--- src/rtl/datapath_sequencer.sv ---
// Single-issue sequencer: steps one decoded instruction through read, optional shift-count
// read, counted execute and one or two write-back cycles, driving datapath enables.
module datapath_sequencer #(
  parameter int ALU_LAT  = 4,
  parameter int MULT_LAT = 2,
  parameter int CNT_W    = 4
) (
  input  logic       clk,
  input  logic       reset,
  input  logic       instr_valid,
  output logic       instr_ready,
  input  logic [3:0] dec_mode,
  input  logic       dec_reg_w,
  input  logic       dec_S,
  input  logic       dec_alu_hot,
  input  logic       dec_mult_hot,
  input  logic       dec_reg_shift,
  input  logic       mem_busy,
  output logic       rb_active,
  output logic [1:0] a1_sel,
  output logic       a2_sel,
  output logic       busA_le,
  output logic       busB_le,
  output logic       shamt_le,
  output logic       alu_active,
  output logic       mult_start,
  output logic [1:0] wb_sel,
  output logic       reg_w,
  output logic       cpsr_w,
  output logic       done
);

  typedef enum logic [2:0] {
    IDLE  = 3'd0,
    READ  = 3'd1,
    READ2 = 3'd2,
    EXEC  = 3'd3,
    WB    = 3'd4,
    WB2   = 3'd5
  } state_t;

  state_t           state, state_nxt;
  logic [CNT_W-1:0] cnt, cnt_nxt, lat_m1;
  logic [3:0]       mode_r;
  logic             reg_w_r, s_r, alu_r, mult_r, rsh_r;
  logic             accept, is_long, mult_e, wb_now;
  logic [1:0]       wb_a1, wb_data;

  assign accept  = instr_valid & instr_ready;
  assign is_long = mult_r & ((mode_r == 4'd2) | (mode_r == 4'd3));
  // READ outputs are decided while still in IDLE, before the capture registers load
  assign mult_e  = (state == IDLE) ? dec_mult_hot : mult_r;
  assign lat_m1  = mult_r ? CNT_W'(MULT_LAT - 1) : (alu_r ? CNT_W'(ALU_LAT - 1) : {CNT_W{1'b0}});
  assign wb_a1   = mult_r ? 2'd3 : 2'd2;
  assign wb_data = mult_r ? (is_long ? 2'd2 : 2'd3) : ((mode_r == 4'd15) ? 2'd1 : 2'd0);

  // Write strobes track mem_busy in the same cycle so a stall never leaks a write
  assign wb_now = ((state == WB) | (state == WB2)) & ~mem_busy;
  assign reg_w  = wb_now & reg_w_r;
  assign cpsr_w = wb_now & s_r & ((state == WB2) | ~is_long);
  assign done   = wb_now & ((state == WB2) | ~is_long);

  always_comb begin
    state_nxt = state;
    cnt_nxt   = cnt;
    case (state)
      IDLE: begin
        if (accept) state_nxt = READ;
        else        state_nxt = IDLE;
      end
      READ: begin
        if (rsh_r & ~mult_r) begin
          state_nxt = READ2;
        end else begin
          state_nxt = EXEC;
          cnt_nxt   = lat_m1;
        end
      end
      READ2: begin
        state_nxt = EXEC;
        cnt_nxt   = lat_m1;
      end
      EXEC: begin
        if (cnt == {CNT_W{1'b0}}) state_nxt = WB;
        else                      cnt_nxt   = cnt - {{(CNT_W-1){1'b0}}, 1'b1};
      end
      WB: begin
        if (mem_busy)     state_nxt = WB;
        else if (is_long) state_nxt = WB2;
        else              state_nxt = IDLE;
      end
      WB2: begin
        if (mem_busy) state_nxt = WB2;
        else          state_nxt = IDLE;
      end
      default: state_nxt = IDLE;
    endcase
  end

  always_ff @(posedge clk or posedge reset) begin
    if (reset) begin
      state       <= IDLE;
      cnt         <= {CNT_W{1'b0}};
      mode_r      <= 4'd0;
      reg_w_r     <= 1'b0;
      s_r         <= 1'b0;
      alu_r       <= 1'b0;
      mult_r      <= 1'b0;
      rsh_r       <= 1'b0;
      instr_ready <= 1'b1;
      rb_active   <= 1'b0;
      a1_sel      <= 2'd0;
      a2_sel      <= 1'b0;
      busA_le     <= 1'b0;
      busB_le     <= 1'b0;
      shamt_le    <= 1'b0;
      alu_active  <= 1'b0;
      mult_start  <= 1'b0;
      wb_sel      <= 2'd0;
    end else begin
      state <= state_nxt;
      cnt   <= cnt_nxt;
      if (accept) begin
        mode_r  <= dec_mode;
        reg_w_r <= dec_reg_w;
        s_r     <= dec_S;
        alu_r   <= dec_alu_hot;
        mult_r  <= dec_mult_hot;
        rsh_r   <= dec_reg_shift;
      end else begin
        mode_r  <= mode_r;
        reg_w_r <= reg_w_r;
        s_r     <= s_r;
        alu_r   <= alu_r;
        mult_r  <= mult_r;
        rsh_r   <= rsh_r;
      end
      // Enables are decoded from the next state so they are registered yet aligned
      instr_ready <= (state_nxt == IDLE);
      rb_active   <= (state_nxt == READ) | (state_nxt == READ2) |
                     (state_nxt == WB)   | (state_nxt == WB2);
      busA_le     <= (state_nxt == READ);
      busB_le     <= (state_nxt == READ);
      shamt_le    <= (state_nxt == READ2);
      alu_active  <= (state_nxt == EXEC) & alu_r & ~mult_r;
      mult_start  <= (state_nxt == EXEC) & (state != EXEC) & mult_r;
      case (state_nxt)
        READ: begin
          a1_sel <= mult_e ? 2'd1 : 2'd0;
          a2_sel <= ~mult_e;
          wb_sel <= 2'd0;
        end
        WB: begin
          a1_sel <= wb_a1;
          a2_sel <= 1'b0;
          wb_sel <= wb_data;
        end
        WB2: begin
          a1_sel <= 2'd2;
          a2_sel <= 1'b0;
          wb_sel <= 2'd3;
        end
        default: begin
          a1_sel <= 2'd0;
          a2_sel <= 1'b0;
          wb_sel <= 2'd0;
        end
      endcase
    end
  end

endmodule
--- config.mk ---
export PLATFORM = sky130hd
export DESIGN_NAME = datapath_sequencer
export DESIGN_NICKNAME = d
export VERILOG_FILES = /design/src/rtl/datapath_sequencer.sv
export SDC_FILE = /design/constraint.sdc
export NUM_CORES = 1
export LEC_CHECK = 0
export ABC_AREA = 1
export CAP_MARGIN = 20
export CORE_MARGIN = 4
export CORE_UTILIZATION = 55
export CTS_BUF_LIST = sky130_fd_sc_hd__clkbuf_4
export CTS_CLUSTER_DIAMETER = 80
export DETAILED_ROUTE_END_ITERATION = 8
export PLACE_DENSITY = 0.95
export SYNTH_ARGS = -nofsm -noshare
export SYNTH_HDL_FRONTEND = slang
export SYNTH_SLANG_ARGS = --single-unit
--- constraint.sdc ---
create_clock -name clk -period 2.5 [get_ports clk]
set_input_delay 0.5 -clock clk [delete_from_list [all_inputs] [get_ports clk]]
set_output_delay 0.5 -clock clk [all_outputs]
set_load 0.05 [all_outputs]
==> run metrics <==
Critical Path RT=2.00 ns; Worst Path Arrival=~1.7 ns; DRC viols=0; Final Hold Fails=0; vias in the first global route=1021; CTS Buf Count=3; area of the multi-input gates=between 400 and 500 um^2; sw frac=approximately 48%; DR WL/cell=approximately 11 um; Fmax=between 0.4 and 0.5 GHz; Ports=28; Reg area=about 680 um^2; Setup Crit Path Kind=flip-flop to primary output; row count=17; Antenna diodes=0; Slew Viols, Final=0; P_sw=~950 uW; Starting Density=~58%; Hold Crit Class=input port to asynchronous set/reset pin; CTS tree=built; syn nets=around 170; Comb power frac=between 50% and 60%; clock tree buffer depth=2; PostCTS Resize Cnt=0; Clk pin slew, worst setup/hold paths=about 0.14 ns; die area=between 3000 and 4000 um^2; CP max stage cell=dfrtp_1; # Post-CTS Setup Buffers=0; CP cell instances=inv_1 > nor2_1 > a21oi_1 > nor3b_1 > buf_12; Design Power=1.96 mW; family with the most delay on the worst path=simple AND/OR/NAND/NOR gates; Pwr Density=1200 nW/um^2; H-tree depth=1; sequential area share after synthesis=between 50% and 60%; DIE HEIGHT=56.2 um; remaining antenna violation count=0; post-route clock period utilization=88.9%; Internal=slightly above 1 mW; Filler Cells Inserted=roughly 180; Clock Latency Late Sink=0.33 ns; CP bufs+invs=2; power share of the clock group=9.4%; sequential share of power=between 30% and 40%; measured slew at the worst slew-check pin=0.500 ns; min Tclk post-route=about 2.2 ns; Critical Path End Type=primary output; port buffer count=27; slowest stage delay, CP=0.47 ns; status=completed; clk root buf=clkbuf_4; Syn Std Cell Area=approximately 1300 um^2; worst r2r path cells=7; setup TNS=0 ns; skew final=between 0.01 and 0.015 ns; final WL=2360 um; Post-CTS Hold Fix Bufs=0; grt total ovfl=0; initial antenna violation count=0; Clock Sink Count=27; Initial DRT Pass Iterations=4; stages on the worst setup path=5; overall routing resource usage=roughly 17%; largest net degree at the start of global routing=16; via count=1067; drt via density=5.01; Worst Setup Start Kind=flip-flop; detailed placer's ending HPWL=1910 um; first-pass GRT wire length=around 4200 um; RSZ-0062 raised after global routing=no; Worst Path Max Fanout=5; slew margin rel.=66.6%; Warnings, synthesis=0; GPL Wtd Cong=between 0.8 and 0.9; Die Wd=56.2 um; Leak=roughly 0.85 nW; library cells used by synthesis=22; Post-Syn Instances=~160; layout cells sized above 1=9.19%; maximum VDD drop=0.853 mV; DRT iter0 DRCs=32; total of max-cap violations=0; Post-Syn Area per Cell=around 8 um^2; #FFs+latches synth=27; area delta synth->final=27.5%; Final setup viols=0; Std-Cell Core Area=approximately 2200 um^2; nets=around 200
==> placed cells by master, fill, tap and decap left out, types with 3 or more instances in the layout <==
master	n
nand2_1	51
dfrtp_1	26
clkbuf_4	3
nor2_2	4
clkdlybuf4s50_1	24
o21ai_0	9
nand3_1	8
inv_1	25
nor2_1	11
buf_12	3
==> cell usage after synthesis <==
cell      instances  area (um^2)
dfrtp_1          26          651
clkbuf_1          1         3.75
nor3b_1           1         7.51
nor4_4            1         21.3
nand3_2           2         20.0
inv_1            25         93.8
o21ai_1           2         10.0
a31oi_1           1         6.26
buf_4             2         15.0
a21oi_1           2         10.0
ha_1              2         25.0
xor2_1            1         8.76
nor2_2            4         25.0
nand4_1           2         12.5
xnor2_1           1         8.76
nand2_1          51          191
dfstp_2           1         26.3
nor3_1            2         10.0
nor2_1           11         41.3
nand2_2           1         6.26
nand3_1           8         40.0
o21ai_0           9         45.0
==> stage by stage <==
stage	setup WS (ns)	area (um^2)	hold WS [ns]	utilization, %	cells
global placement	0.327	1600	0.463	72.5	209
CTS	0.258	1630	0.459	73.7	213
global route	0.0892	1630	0.500	73.7	213
floorplan	0.143	1280	0.441	-	156
detailed placement	0.294	1600	0.470	72.5	209
finish	0.276	1630	0.452	73.7	213
==> power groups by stage <==
stage | clock, mW | combinational, mW | sequential [mW]
2_1_floorplan | 0 | 0.627 | 0.873
3_3_place_gp | 0 | 0.992 | 0.742
3_5_place_dp | 0 | 1.03 | 0.752
4_1_cts | 0.193 | 1.04 | 0.742
5_1_grt | 0.209 | 1.17 | 0.761
6_report | 0.185 | 1.04 | 0.743
==> worst paths after layout <==
check / slack, ns / to / startpoint
max: 0.28 / cpsr_w / state[0]
min in group clk: 0.50 / s_r / s_r
min reg2reg: 0.50 / s_r / s_r
max reg2reg: 0.90 / a1_sel[0] / instr_ready
max in group asynchronous: 1.43 / instr_ready / reset
min: 0.45 / mult_start / reset
==> cell type report <==
type,instances,share of cell area (%)
Multi-Input combinational cell,101,30.0
Sequential cell,27,41.5
Clock buffer,3,1.38
Tap cell,28,2.15
Clock inverter,1,0.307
Inverter,25,5.76
Timing Repair Buffer,28,18.9
==> metal layers <==
| metal | track usage (%) | up-vias | part of all wire (%) |
|---|---|---|---|
| li1 | - | 537 | - |
| met1 | 19.8 | 492 | 42 |
| met2 | 31.2 | 33 | 50 |
| met3 | 2.78 | 5 | 6.1 |
| met4 | 5.42 | 0 | 2.1 |
| met5 | 0 | - | 0 |
==> sequential cells by signal, indices dropped and copies added, names as in the netlist <==
signal       count
cnt              4
rsh_r            1
shamt_le         1
alu_r            1
mult_start       1
reg_w_r          1
mode_r           4
state            3
a1_sel           2
busB_le          1
alu_active       1
wb_sel           2
instr_ready      1
s_r              1
rb_active        1
mult_r           1
a2_sel           1
==> cell families (layout without fill, tap and decap cells) <==
logic type,Yosys count,count (layout),synth area share [%]
buffers and inverters,28,57,8.81
flip-flops,27,27,52.9
AO/OA/AOI/OAI,14,14,5.58
AND/OR/NAND/NOR,83,83,29.4
adder cells (fa/ha/maj),2,2,1.96
XOR/XNOR,2,2,1.37
Power figures use the tool's default switching activity.
